File: config.mk
export PLATFORM = sky130hd
export DESIGN_NAME = fixed_mul_scheduler
export DESIGN_NICKNAME = d
export VERILOG_FILES = /design/src/rtl/fixed_utils.sv /design/src/rtl/fixed_multiplier.sv /design/src/rtl/fixed_mul_scheduler.sv
export SDC_FILE = /design/constraint.sdc
export NUM_CORES = 2
export LEC_CHECK = 0
export CORE_MARGIN = 5
export CORE_UTILIZATION = 35
export DETAILED_ROUTE_END_ITERATION = 16
export PLACE_DENSITY_LB_ADDON = 0.25
export SYNTH_ARGS = -nofsm -noshare
export SYNTH_HDL_FRONTEND = slang
export SYNTH_SLANG_ARGS = --single-unit
File: constraint.sdc
create_clock -name clk -period 9 [get_ports clk]
set_input_delay 1.35 -clock clk [delete_from_list [all_inputs] [get_ports clk]]
set_output_delay 1.35 -clock clk [all_outputs]
set_load 0.02 [all_outputs]
File: src/rtl/fixed_utils.sv
// rtl/fixed_utils.sv - Q16.16 constants and scheduler FSM encoding shared by the fixed-point ALU
package fixed_utils;

    localparam int          FRAC_BITS = 16;
    localparam logic [31:0] Q_MAX     = 32'h7FFF_FFFF;
    localparam logic [31:0] Q_MIN     = 32'h8000_0000;

    typedef enum logic [1:0] {
        IDLE = 2'd0,
        MUL  = 2'd1,
        RSP  = 2'd2
    } state_t;

endpackage

File: src/rtl/fixed_multiplier.sv
// rtl/fixed_multiplier.sv - combinational signed Q16.16 multiplier with truncation and overflow detect
module fixed_multiplier
    import fixed_utils::*;
(
    input  logic [31:0] a,
    input  logic [31:0] b,
    output logic [31:0] result,
    output logic        overflow
);

    logic signed [63:0] product;
    logic signed [47:0] scaled;

    assign product = 64'($signed(a)) * 64'($signed(b));

    // Arithmetic shift drops the fraction bits (truncation toward minus infinity).
    assign scaled   = 48'(product >>> FRAC_BITS);
    assign result   = scaled[31:0];
    assign overflow = (scaled[47:32] != {16{scaled[31]}});

endmodule

File: src/rtl/fixed_mul_scheduler.sv
// rtl/fixed_mul_scheduler.sv - round-robin sharing of one Q16.16 multiplier; FIXED_MUL_SAT_EN enables saturation
module fixed_mul_scheduler
    import fixed_utils::*;
#(
    parameter int NUM_REQ = 2,
    parameter int ID_W    = 2
) (
    input  logic                  clk,
    input  logic                  rst,
    input  logic [NUM_REQ-1:0]    req_valid,
    output logic [NUM_REQ-1:0]    req_ready,
    input  logic [NUM_REQ*32-1:0] req_a,
    input  logic [NUM_REQ*32-1:0] req_b,
    output logic                  rsp_valid,
    input  logic                  rsp_ready,
    output logic [31:0]           rsp_result,
    output logic                  rsp_overflow,
    output logic [ID_W-1:0]       rsp_id,
    output logic                  busy
);

    state_t          state;
    state_t          next_state;
    logic [ID_W-1:0] rr_ptr;
    logic            grant_found;
    logic [ID_W-1:0] grant_id;
    logic [31:0]     op_a;
    logic [31:0]     op_b;
    logic [ID_W-1:0] op_id;
    logic [31:0]     mul_result;
    logic            mul_overflow;
    logic [31:0]     mul_sel;

    // First valid requester at or after rr_ptr, wrapping around.
    always_comb begin
        int idx;
        grant_found = 1'b0;
        grant_id    = '0;
        for (int k = 0; k < NUM_REQ; k++) begin
            idx = int'(rr_ptr) + k;
            if (idx >= NUM_REQ) begin
                idx = idx - NUM_REQ;
            end
            if (!grant_found && req_valid[idx]) begin
                grant_found = 1'b1;
                grant_id    = ID_W'(idx);
            end
        end
    end

    always_ff @(posedge clk or posedge rst) begin
        if (rst) begin
            state <= IDLE;
        end else begin
            state <= next_state;
        end
    end

    always_comb begin
        next_state = state;
        req_ready  = '0;
        case (state)
            IDLE: begin
                if (grant_found) begin
                    req_ready[grant_id] = 1'b1;
                    next_state          = MUL;
                end
            end
            MUL: begin
                next_state = RSP;
            end
            RSP: begin
                if (rsp_ready) begin
                    next_state = IDLE;
                end
            end
            default: begin
                next_state = IDLE;
            end
        endcase
    end

    assign rsp_valid = (state == RSP);
    assign busy      = (state != IDLE);

    fixed_multiplier u_mul (
        .a        (op_a),
        .b        (op_b),
        .result   (mul_result),
        .overflow (mul_overflow)
    );

`ifdef FIXED_MUL_SAT_EN
    logic prod_neg;

    // A zero operand makes the true product zero, hence non-negative.
    assign prod_neg = (op_a[31] ^ op_b[31]) && (op_a != '0) && (op_b != '0);
    assign mul_sel  = mul_overflow ? (prod_neg ? Q_MIN : Q_MAX) : mul_result;
`else
    assign mul_sel  = mul_result;
`endif

    always_ff @(posedge clk or posedge rst) begin
        if (rst) begin
            rr_ptr       <= '0;
            op_a         <= '0;
            op_b         <= '0;
            op_id        <= '0;
            rsp_result   <= '0;
            rsp_overflow <= 1'b0;
            rsp_id       <= '0;
        end else begin
            if (state == IDLE && grant_found) begin
                op_a   <= req_a[32*int'(grant_id) +: 32];
                op_b   <= req_b[32*int'(grant_id) +: 32];
                op_id  <= grant_id;
                rr_ptr <= (grant_id == ID_W'(NUM_REQ - 1)) ? '0 : grant_id + 1'b1;
            end
            if (state == MUL) begin
                rsp_result   <= mul_sel;
                rsp_overflow <= mul_overflow;
                rsp_id       <= op_id;
            end
        end
    end

endmodule

==> flow_summary.toml <==
[logic_synthesis]
synthAdderAreaFrac = 0.590
synth_top_flop_cell = "dfrtp_1"
syn_avg_cell_area_um2 = 9.44
synth-seq-cells = 105
synth_compound_gate_area_share = 0.0545
synth_top_cell_by_area = "fa_1"
synth_edf_count = 0
yosys-top-cells-area = "fa_1 53%, inv_1 9.3%, and2_1 8.1%"
synth_top_area_share = 0.535
synth_xor_xnor_area_share = 0.0123
synth-warning-count = 0
syn_area_mm2 = 0.0405
synth_top_family_by_area = "adder cells"
syn_nets = 5682
synth_seq_area_share = 0.0649
yosys.cell_types.count = 64
postSynthCellCount = 4288
synthSimpleGateAreaFrac = 0.159
ys_async_sr_fraction = 1.00
muxShareOfSynthArea = 0.00349

[worst_hold_path]
min_from = "op_id[0]$_DFFE_PP0P_"
hold_depth = 1
hp-class = "reg2reg"
min_to = "op_id[0]$_DFFE_PP0P_"

[drt]
drcViolationCount = 0
vias_per_cell = 4.92
wl_um = 117000
ant_nets = 0
first_iter_violations = 1784
avgRoutedWirePerCell_um = 19.9
first_pass_iters = 9
vias = 29013

[finish]
nets = 5767
area_growth_pct = 10.5
num-fill-cells = 11513
drive_gt1_frac = 0.0455

[worst_setup_path]
critPathMaxFanout = 18
r2r_slack_ns = 0.26
worstReg2RegStart = "op_b[15]$_DFFE_PP0P_"
rr_worst_depth = 25
startpoint = "op_b[15]$_DFFE_PP0P_"
reg2reg_to = "rsp_overflow$_DFFE_PP0N_"
end_kind = "flop"
crit_type = "reg2reg"
cp-start-kind = "flop"
cp.arrival_ns = 9.04
crit_required_ns = 9.29

[clocking]
cts_buffer_depth = 2
clk_pin_slew_worst_paths_ns = 0.09
cts_made_buffers = 9
cts_tree = "yes"
clk_latency_ns = 0.43
cts-root-buf = "clkbuf_16"
htree_levels = 3
clock-sinks = 105
cts_hold_buffers = 0

[sta]
layout_setup_ws_ns = 0.255
fin_tns_setup_ns = 0
fmax_mhz = 114
finalCriticalPeriod_ns = 8.74
rsz0062_at_grt = "no"
skew_ns = 0.0291
finalCritPeriodShare = 0.972
slew_viol_final = 0
fin_hold_ws_ns = 0.486
worst_pin_slew_ns = 1.05
hold_viol_final = 0
setup_viol = 0
slew_headroom = 0.302

[global_route]
grt_first_pass_wirelength_um = 189000
grt_max_degree = 68
grtUsageTotal = 0.199
grt_pass1_vias = 32382
antenna_found_initial = 0
grt-ovfl-total = 0

[placement]
numPortBuffers = 171
gp_congestion = 0.888
post-dp-hpwl_um = 101000
dp_slack_ns = 0.110

[run_status]
outcome = "finished, final reports clean"

[floorplan]
die_area_mm2 = 0.123
rows = 124
die_y_um = 350
pin_count = 172
core_mm2 = 0.115
die_w_um = 350
start_util = 0.353

[job]
drv_cap = 0
-- cells by family (layout without fill, tap and decap cells) --
| group | count (synthesis) | in the layout |
|---|---|---|
| AOI/OAI and AO/OA | 323 | 323 |
| xor gates and xnor gates | 57 | 57 |
| adders and majority gates | 1261 | 1261 |
| buffers and inverters | 1245 | 1335 |
| DFF | 105 | 105 |
| muxes | 14 | 14 |
| other | 0 | 2 |
| and+or+nand+nor | 1283 | 1283 |
-- per-layer routing --
metal  GRT usage  wire length (um)  vias to the layer above
li1            -                 -                    12722
met1       0.269             50900                    15467
met2       0.349             58900                      706
met3      0.0209              5060                      118
met4      0.0417              2550                        0
met5           0                 0                        -
-- worst max-delay path by stage --
stage / to / slack (ns) / cells after the start
after CTS: rsp_overflow$_DFFE_PP0N_ / 0.08 / 25
final: rsp_overflow$_DFFE_PP0N_ / 0.26 / 25
after floorplan: rsp_overflow$_DFFE_PP0N_ / 0.86 / 27
after global routing: rsp_overflow$_DFFE_PP0N_ / 0.01 / 25
after detailed placement: rsp_overflow$_DFFE_PP0N_ / 0.11 / 25
after global placement: rsp_overflow$_DFFE_PP0N_ / 0.08 / 25
-- final cells by class --
cell class / count / area, um^2 / area share
multi-input combinational: 2938 / 33200 / 0.742
tap: 1512 / 1890 / 0.0423
timing repair buffer: 313 / 2880 / 0.0644
antenna: 2 / 5.00 / 0.000112
inverter: 1006 / 3780 / 0.0845
clock buffer: 9 / 225 / 0.00504
sequential: 105 / 2650 / 0.0593
clock inverter: 7 / 86.3 / 0.00193
-- Yosys cell counts, types with 4 or more instances --
| cell | n |
|---|---|
| and4_1 | 5 |
| a21oi_1 | 69 |
| a2111oi_0 | 5 |
| nor2_1 | 65 |
| o21ai_0 | 89 |
| nor3_1 | 13 |
| nand2b_1 | 19 |
| inv_1 | 1006 |
| nand3_1 | 11 |
| xor2_1 | 21 |
| xnor2_1 | 36 |
| nor2b_1 | 4 |
| mux2i_1 | 13 |
| or2_2 | 5 |
| nand2_1 | 582 |
| dfrtp_1 | 105 |
| o21bai_1 | 9 |
| o21a_1 | 11 |
| and3_1 | 9 |
| a21o_1 | 21 |
| and2_1 | 526 |
| nand4_1 | 26 |
| a31oi_1 | 11 |
| a311oi_1 | 5 |
| a222oi_1 | 50 |
| fa_1 | 1081 |
| or3_1 | 7 |
| o211ai_1 | 9 |
| ha_1 | 180 |
| clkbuf_1 | 236 |
| a211oi_1 | 5 |
-- stage by stage --
step / cells / util / instance area (um^2)
6_report: 5892 / 0.390 / 44700
5_1_grt: 5890 / 0.390 / 44700
4_1_cts: 5890 / 0.390 / 44700
3_5_place_dp: 5874 / 0.387 / 44400
3_3_place_gp: 5874 / 0.387 / 44400
2_1_floorplan: 4288 / - / 40500
-- registers in the layout, summed over array words and instances (netlist names) --
| register | flops |
|---|---|
| rr_ptr | 2 |
| rsp_result | 32 |
| op_a | 32 |
| rsp_id | 2 |
| rsp_overflow | 1 |
| op_b | 32 |
| state | 2 |
| op_id | 2 |
-- placed cells by master (no fill, tap or decap), types with 18 or more instances in the layout --
| cell type | n |
|---|---|
| and2_1 | 526 |
| ha_1 | 180 |
| dfrtp_1 | 87 |
| nand4_1 | 26 |
| nand2_1 | 582 |
| clkdlybuf4s50_1 | 171 |
| nand2b_1 | 18 |
| a21o_1 | 21 |
| o21ai_0 | 89 |
| a222oi_1 | 50 |
| inv_1 | 1005 |
| dfrtp_2 | 18 |
| fa_1 | 1080 |
| xnor2_1 | 36 |
| nor2_1 | 64 |
| buf_4 | 134 |
| xor2_1 | 21 |
| a21oi_1 | 69 |
-- worst max-delay path, stage by stage, from the launching register on --
cell and delay [ns]:
dfrtp_1 0.78, buf_4 0.33, nand2_1 0.09, fa_1 0.52
inv_1 0.05, fa_1 0.49, inv_1 0.05, fa_1 0.47
inv_1 0.05, fa_1 0.48, fa_1 0.59, fa_1 0.44
fa_1 0.56, fa_1 0.44, ha_1 0.43, nand4_1 0.27
nor4_1 0.34, nor2_1 0.06, a211oi_1 0.62, o2111a_1 0.46
nor2_1 0.07, o21ai_0 0.22, xor2_1 0.26, nand4_1 0.14
o41ai_2 0.29, a31oi_1 0.11
-- what timing repair did --
item,in CTS,in global routing
endpoints found under the setup margin,0,1
gates resized for setup,0,20
setup buffers,0,0
Power is left out: the tool's default activity adds up to more than one toggle a clock period on the data nets, which glitch-free logic cannot reach.
